===== config.mk =====
export PLATFORM = sky130hd
export DESIGN_NAME = neuron_sequencer
export DESIGN_NICKNAME = d
export VERILOG_FILES = /design/src/rtl/neuron_pkg.sv /design/src/rtl/bias_sat_relu.sv /design/src/rtl/neuron_sequencer.sv
export SDC_FILE = /design/constraint.sdc
export NUM_CORES = 2
export LEC_CHECK = 0
export ABC_AREA = 1
export CORE_MARGIN = 5
export CORE_UTILIZATION = 30
export CTS_BUF_LIST = sky130_fd_sc_hd__clkbuf_8 sky130_fd_sc_hd__clkbuf_16
export CTS_CLUSTER_SIZE = 24
export DETAILED_ROUTE_END_ITERATION = 7
export PLACE_DENSITY = 0.46
export SLEW_MARGIN = 20
export SYNTH_ARGS = -nofsm -noshare
export SYNTH_HDL_FRONTEND = slang
export SYNTH_SLANG_ARGS = --single-unit

===== constraint.sdc =====
create_clock -name clk -period 8.58 [get_ports clk]
set_input_delay 1.716 -clock clk [delete_from_list [all_inputs] [get_ports clk]]
set_output_delay 1.716 -clock clk [all_outputs]
set_load 0.1 [all_outputs]

===== src/rtl/neuron_pkg.sv =====
// Shared constants and state encoding for the time-multiplexed neuron.
package neuron_pkg;

  localparam int unsigned DATA_W = 32;

  localparam logic [31:0] SAT_MAX = 32'h7FFF_FFFF;
  localparam logic [31:0] SAT_MIN = 32'h8000_0000;

  typedef enum logic [1:0] {
    StIdle,
    StIssue,
    StDrain,
    StFinish
  } state_e;

endpackage


===== src/rtl/bias_sat_relu.sv =====
// Combinational signed saturating bias add, optionally followed by ReLU.
module bias_sat_relu #(
  parameter int unsigned DATA_W  = 32,
  parameter bit          RELU_EN = 1'b1
) (
  input  logic [DATA_W-1:0] acc,
  input  logic [DATA_W-1:0] bias,
  output logic [DATA_W-1:0] result
);

  // Saturation bounds for any width; at 32 bits these equal SAT_MAX / SAT_MIN.
  localparam logic [DATA_W-1:0] SatMax = {1'b0, {(DATA_W-1){1'b1}}};
  localparam logic [DATA_W-1:0] SatMin = {1'b1, {(DATA_W-1){1'b0}}};

  logic [DATA_W-1:0] sum;
  logic [DATA_W-1:0] sat;
  logic              ovf;

  // Overflow only when both operands share a sign that the wrapped sum loses.
  always_comb begin
    sum    = acc + bias;
    ovf    = (acc[DATA_W-1] == bias[DATA_W-1]) && (sum[DATA_W-1] != acc[DATA_W-1]);
    sat    = ovf ? (acc[DATA_W-1] ? SatMin : SatMax) : sum;
    result = sat;
    if (RELU_EN && sat[DATA_W-1]) begin
      result = '0;
    end
  end

endmodule


===== src/rtl/neuron_sequencer.sv =====
// Single-MAC neuron: streams input/weight pairs from memory, accumulates,
// then applies saturating bias add and ReLU.
module neuron_sequencer #(
  parameter int unsigned NUM_INPUTS = 784,
  parameter int unsigned DATA_W     = neuron_pkg::DATA_W,
  parameter int unsigned ADDR_W     = 10
) (
  input  logic              clk,
  input  logic              rst,
  input  logic              start,
  input  logic [DATA_W-1:0] bias_value,
  output logic              rd_en,
  output logic [ADDR_W-1:0] rd_addr,
  input  logic [DATA_W-1:0] in_data,
  input  logic [DATA_W-1:0] w_data,
  output logic              busy,
  output logic              done,
  output logic [DATA_W-1:0] result
);
  import neuron_pkg::*;

  localparam logic [ADDR_W-1:0] LastAddr = ADDR_W'(NUM_INPUTS - 1);

  state_e            state_q, state_d;
  logic              rd_en_q, rd_en_d;
  logic [ADDR_W-1:0] rd_addr_q, rd_addr_d;
  logic              valid_q;
  logic [DATA_W-1:0] acc_q, acc_d;
  logic [DATA_W-1:0] bias_q, bias_d;
  logic              busy_q, busy_d;
  logic              done_q, done_d;
  logic [DATA_W-1:0] result_q, result_d;

  logic [DATA_W-1:0] product;
  logic [DATA_W-1:0] post_act;

  // Low DATA_W bits of the signed product; upper bits are intentionally dropped.
  assign product = DATA_W'($signed(in_data) * $signed(w_data));

  bias_sat_relu #(
    .DATA_W  (DATA_W),
    .RELU_EN (1'b1)
  ) u_bias_sat_relu (
    .acc    (acc_q),
    .bias   (bias_q),
    .result (post_act)
  );

  // Next-state, address counter and accumulator control.
  always_comb begin
    state_d   = state_q;
    rd_en_d   = rd_en_q;
    rd_addr_d = rd_addr_q;
    acc_d     = valid_q ? (acc_q + product) : acc_q;
    bias_d    = bias_q;
    busy_d    = busy_q;
    done_d    = 1'b0;
    result_d  = result_q;

    unique case (state_q)
      StIdle: begin
        // busy may still be high here during the done cycle; a start keeps it up.
        busy_d = start;
        if (start) begin
          state_d   = StIssue;
          acc_d     = '0;
          bias_d    = bias_value;
          rd_addr_d = '0;
          rd_en_d   = 1'b1;
        end
      end
      StIssue: begin
        if (rd_addr_q == LastAddr) begin
          state_d   = StDrain;
          rd_en_d   = 1'b0;
          rd_addr_d = '0;
        end else begin
          rd_addr_d = rd_addr_q + ADDR_W'(1);
        end
      end
      StDrain: begin
        // The last response is accumulated on this edge.
        state_d = StFinish;
      end
      StFinish: begin
        result_d = post_act;
        done_d   = 1'b1;
        state_d  = StIdle;
      end
      default: state_d = StIdle;
    endcase
  end

  // State registers; reset also kills any in-flight memory response via valid_q.
  always_ff @(posedge clk or posedge rst) begin
    if (rst) begin
      state_q   <= StIdle;
      rd_en_q   <= 1'b0;
      rd_addr_q <= '0;
      valid_q   <= 1'b0;
      acc_q     <= '0;
      bias_q    <= '0;
      busy_q    <= 1'b0;
      done_q    <= 1'b0;
      result_q  <= '0;
    end else begin
      state_q   <= state_d;
      rd_en_q   <= rd_en_d;
      rd_addr_q <= rd_addr_d;
      valid_q   <= rd_en_q;
      acc_q     <= acc_d;
      bias_q    <= bias_d;
      busy_q    <= busy_d;
      done_q    <= done_d;
      result_q  <= result_d;
    end
  end

  assign rd_en   = rd_en_q;
  assign rd_addr = rd_addr_q;
  assign busy    = busy_q;
  assign done    = done_q;
  assign result  = result_q;

endmodule


### Word-level counts from Yosys, hierarchy flattened

Index checks and enable logic that the tools add are counted.
W data, S select, Z words.

| word-level totals | value |
|---|---|
| flip-flop bits (word level) | 112 |
| latch bits | 0 |
| memory bits (writable) | 0 |
| memory bits (read-only) | 0 |
| input bits | 99 |
| output and inout port bits | 45 |
| word-level logic and storage cells | 44 |
| memories | 0 |

| cells by class | value |
|---|---|
| add/subtract/negate cells | 3 |
| multipliers | 1 |
| div/mod/pow operators | 0 |
| $lt $le $gt $ge | 0 |
| equality and inequality tests | 8 |
| shift-type cells | 0 |
| multiplexer cells | 16 |
| bitwise operators | 0 |
| reduce and logical (&&, ||, !) cells | 7 |

Operators with widths:

| operator | number |
|---|---|
| $mux W32 | 5 |
| $add A32 B32 Y32 | 2 |
| $mul A32 B32 Y32 | 1 |
| $mux W31 | 1 |
| $mux W10 | 2 |
| $pmux W10 S2 | 1 |
| $add A10 B1 Y10 const B | 1 |
| $eq A10 B10 Y1 const B | 1 |
| $pmux W2 S4 | 1 |
| $reduce_and A2 Y1 | 3 |
| $eq A2 B2 Y1 const B | 2 |
| $mux W2 | 2 |
| $ne A2 B2 Y1 const B | 2 |
| $mux W1 | 3 |
| $reduce_and A3 Y1 | 1 |
| $eq A2 B1 Y1 const B | 1 |
| $logic_not A2 Y1 | 1 |
| $pmux W1 S2 | 1 |
| $reduce_bool A2 Y1 | 1 |
| $eq A1 B1 Y1 | 1 |
| $logic_and A1 B1 Y1 | 1 |
| $ne A1 B1 Y1 | 1 |

### Longest topological paths before layout

| logic depth | value |
|---|---|
| depth in word-level cells | 5 |
| gate-level depth with buffers | 33 |
| depth with buffers taken out | 31 |

### By module

A second synthesis with hierarchy kept.

| unflattened totals | value |
|---|---|
| cell total of the unflattened synthesis | 3473 |
| area, all modules | 25404.4 um^2 |

By module, submodules not included:

| module | instances | cells each | area an instance (um^2) | seq. area each (um^2) |
|---|---|---|---|---|
| neuron_sequencer | 1 | 2900 | 22684.3 | 2802.7 |
| bias_sat_relu | 1 | 573 | 2720.1 | 0.0 |

### Worst setup path before layout

Ideal clock, no wire load.

| timing path | value |
|---|---|
| path type | input port to flip-flop |
| start point | input in_data[12] |
| end point | register acc_q[30] |
| setup time | 113 ps |
| arrival time | 7814 ps |
| required time | 8467 ps |
| setup slack | 653 ps |
| stages | 28 |
| path buffers | 2 |
| cell sequence | clkbuf_1 -> clkbuf_1 -> nand2_1 -> fa_1 -> inv_1 -> fa_1 -> inv_1 -> fa_1 -> inv_1 -> fa_1 -> inv_1 -> fa_1 -> fa_1 -> inv_1 -> fa_1 -> inv_1 -> fa_1 -> inv_1 -> ha_1 -> inv_1 -> nor3_1 -> nor3b_1 -> a221oi_1 -> nand2_1 -> a21oi_1 -> o21ai_1 -> nand2_1 -> inv_1 |

| between the ends | value |
|---|---|
| longest elaborated chain between the ends | 5 |

RTL lines:

| element | RTL line | source |
|---|---|---|
| start, declared | neuron_sequencer.sv:14 | `input logic [DATA_W-1:0] in_data,` |
| $mul A32 B32 Y32 (*) | neuron_sequencer.sv:38 | `assign product = DATA_W'($signed(in_data) * $signed(w_data));` |
| $add A32 B32 Y32 (*) | neuron_sequencer.sv:54 | `acc_d = valid_q ? (acc_q + product) : acc_q;` |
| $mux W32 (*) | neuron_sequencer.sv:54 |  |
| $mux W32 | neuron_sequencer.sv:64 | `if (start) begin` |
| $mux W32 (*) | neuron_sequencer.sv:60 | `unique case (state_q)` |
| via acc_d[30] | neuron_sequencer.sv:28 | `logic [DATA_W-1:0] acc_q, acc_d;` |
| end signal, assigned | neuron_sequencer.sv:101 | `acc_q <= '0;` |
| end signal, assigned | neuron_sequencer.sv:111 | `acc_q <= acc_d;` |
| end, declared | neuron_sequencer.sv:28 |  |

Mark *: on every way through the listed nets, which the timed path passes. The rest lies on a longest branch.
A chain may end at the register's enable or synchronous reset.

### Worst setup path in the final report

| timing path | value |
|---|---|
| start point | input in_data[16] |
| end point | register acc_q[23] |

The elaborated chain is that of the path after synthesis.

==> impl_summary.md <==
Clock tree
Counting along the longest clock path gives a buffer depth of 2. In this run, CTS created clock tree buffers numbering 9. Buffers added to address setup during post-CTS repair amount to 0. The clock drives 111 sinks. The clock-pin slew on the worst setup and hold paths is 0.08 ns. For the worst-skew pair, the clock arrives at the later sink with an insertion delay of 0.36 ns. The clock tree from TritonCTS is yes. In this run the clock root is driven by a clkbuf_16. The depth of the CTS H-tree is 3.

Drt
The post-detailed-route via-to-cell ratio is 4.31. The highest layer touched by signal routing is met5. In the routed design, unresolved DRC markers number 0. The aggregate routed wire length is 71.1 mm.

The routed length on met2 is 30.2 mm. For this block, the initial DRC count from the detailed router was 1121. For this run, the detailed router's first-pass iteration total came to 7. The total number of vias is 19500. Dividing the detail-routed wire length by the instance count gives 15.7 um.

In this run the remaining antenna-violating nets after routing total 0. After detailed routing, the wire length on met1 is 37.8 mm. The routed length on met3 is 2.58 mm.

Worst setup path
The largest single stage delay on the critical path is 0.55 ns. The length in cells of the worst reg-to-reg path is 25. STA puts the critical path data required time at 8.88 ns. The most used cell along the critical path is fa_1.

The arrival time of the worst setup path is 8.54 ns. The slowest stage of the critical path is the fa_1 cell. The maximum fanout count along the critical path is 16. Counting both buffers and inverters, the worst setup path holds a total of 10. The end of the worst register-to-register path is acc_q[23].

The startpoint identified for the worst register-to-register timing path is acc_q[18]. In this run the register-to-register setup slack is 1.96 ns. The kind of end point of the critical path is a flop. The worst setup path is launched from an input pin. The category of the most critical setup path is in -> reg.

On the critical path the largest part of the delay comes from adder cells.

Timing
At the pin with the least slew margin, the transition time is 1.06 ns. The worst path in the final design needs a cycle of 8.24 ns, including I/O delays and setup. Across the routed clock network, the largest skew measured is 0.0136 ns. Setup violations remaining at the end of the flow were counted as 0.

Setup repair after global routing left no endpoint under its margin. Of the available clock period, the critical path in the final layout requires 96.0%. The max-slew violation count is 0. The final critical-path setup slack is 0.341 ns.

The normalized max-slew margin is 29.4%. The total count of hold-check failures in the final report was 0. The highest achievable clock rate is 121 MHz.

Global routing
Entering global routing, the biggest net connects 62 pins. Global routing consumed, over all layers together, 16.8% of the routing resources. After global routing the overflow that remains totals 0. The first global-routing pass estimated 117 mm of wire.

The number of antenna violations at the first check in global routing is 3. The number of global-route vias before repair came to 20700.

Yosys
Sequential elements use 11.3% of the synthesized area. Dividing the synthesized area by the synthesized cell count gives 7.44 sq um. The count of distinct cell types in the synthesized netlist is 51. The leading register cell type out of synthesis is dfrtp_1. After synthesis, the most frequently instantiated cells are 985 x inv_1, 936 x nand2_1, 440 x fa_1, 187 x ha_1, 111 x dfrtp_1. After synthesis the cells add up to 0.0245 sq mm. For this run, the number of Yosys warnings is 0. After synthesis, the cell types taking the most area are fa_1 36%, inv_1 15%, nand2_1 14%. The top cell type by area accounts for 35.9% of the synthesized area.

The leading area contributor after synthesis is fa_1. The total nets after synthesis is 4021. The most frequent cell after synthesis is inv_1. For this run, asynchronously set or reset flops after synthesis account for 100%.

The number of standard cells after synthesis is 3295. The number of enable-type register cells in the synthesized netlist is 0. The synthesized design contains 111 register bits.

Worst hold path
The type of the most critical hold path is reg -> reg. The worst hold path passes through 0 cells. The path with the worst hold slack has its endpoint at valid_q. The launch point of the worst hold path is rd_en.

Floorplan
The x dimension of the die is 296 um. 144 I/O pins were placed. The starting utilization of the core area is 30.3%.

The floorplan die height is 296 um. The floorplan step defined a core boundary enclosing 0.0808 sq mm. The row count is 104.

The die area is 0.0876 sq mm.

Finish
At the end of the flow, the number of nets in the layout was 4182. Compared with the post-synthesis result, the final layout area differs by 16.4%. Cells with a size suffix above 1 make up 5.61% of the layout.

Status
The flow ran to the end, and the final reports show no timing, DRC or antenna violations.

Placed design
Routability-driven placement finished with a final weighted congestion of 0.823. At the placement stage, the worst setup path has a slack of -0.0875 ns. After legalization and detailed placement, the total HPWL measured 60.7 mm. Port buffering added 142 buffers.

Flow run
Across the run, the number of max-cap violations was 0.
-- cell type report --
type                    instances  area [sq um]
clock inverters                 6          67.6
inverters                     998          3750
flip-flops and latches        111          2780
multi-input cells            2057         17400
well taps                    1060          1330
fillers                      8664         52300
repair buffers                279          2930
diodes                          1          2.50
clock buffers                  10           239
-- routing by layer --
metal  vias up  GRT usage (%)
li1       9754              -
met3        30           1.74
met4         2           2.24
met5         -              0
met2       323           25.8
met1      9367           26.3
-- metrics by stage --
step	hold slack [ns]	TNS (ns)	util [%]	cell area, sq um	cells
2_1_floorplan	0.453	0	-	24500	3295
3_3_place_gp	0.415	-0.109	34.9	28200	4505
3_5_place_dp	0.420	-0.0875	34.9	28200	4505
4_1_cts	0.440	0	35.3	28500	4521
5_1_grt	0.461	0	35.3	28500	4522
6_report	0.437	0	35.3	28500	4522
-- flip-flops by register name, indices dropped and copies added, names as in the netlist --
name / cells
rd_en: 1
valid_q: 1
bias_q: 32
busy: 1
state_q: 2
result: 31
done: 1
rd_addr: 10
acc_q: 32
-- cells in the final DEF (no fill, tap or decap), types with 11 or more instances in the layout --
cell               n
a21oi_1           99
buf_12            38
buf_4             99
clkdlybuf4s50_1  142
dfrtp_1          111
fa_1             440
ha_1             187
inv_1            985
nand2_1          935
nand2_2           11
nand3_1           78
nor2_1            67
nor3_1            15
o211ai_1          14
o21ai_0           83
xor2_1            26
-- worst max path at each step --
| stage | startpoint | end | depth (start not counted) |
|---|---|---|---|
| floorplan | in_data[12] | acc_q[30] | 28 |
| CTS | w_data[11] | acc_q[30] | 26 |
| finish | in_data[16] | acc_q[23] | 29 |
| global placement | w_data[11] | acc_q[30] | 26 |
| detailed placement | w_data[11] | acc_q[30] | 26 |
| global route | w_data[0] | acc_q[25] | 29 |
-- timing repair --
| action | CTS | global route |
|---|---|---|
| resized for setup | 0 | 2 |
| hold buffers | 0 | 0 |
| endpoints found under the setup margin | 0 | 3 |
-- logic make-up after synthesis --
family                     count (synthesis)  share of synthesized area, %
other                                      1                        0.0153
AOI/OAI and AO/OA                        250                          5.78
xor gates and xnor gates                  31                          1.11
adders and majority gates                627                          45.5
DFF                                      111                          11.3
and+or+nand+nor                         1148                          18.7
buffers and inverters                   1127                          17.6
Power is left out: the tool's default activity adds up to more than one toggle a clock period on the data nets, which glitch-free logic cannot reach.
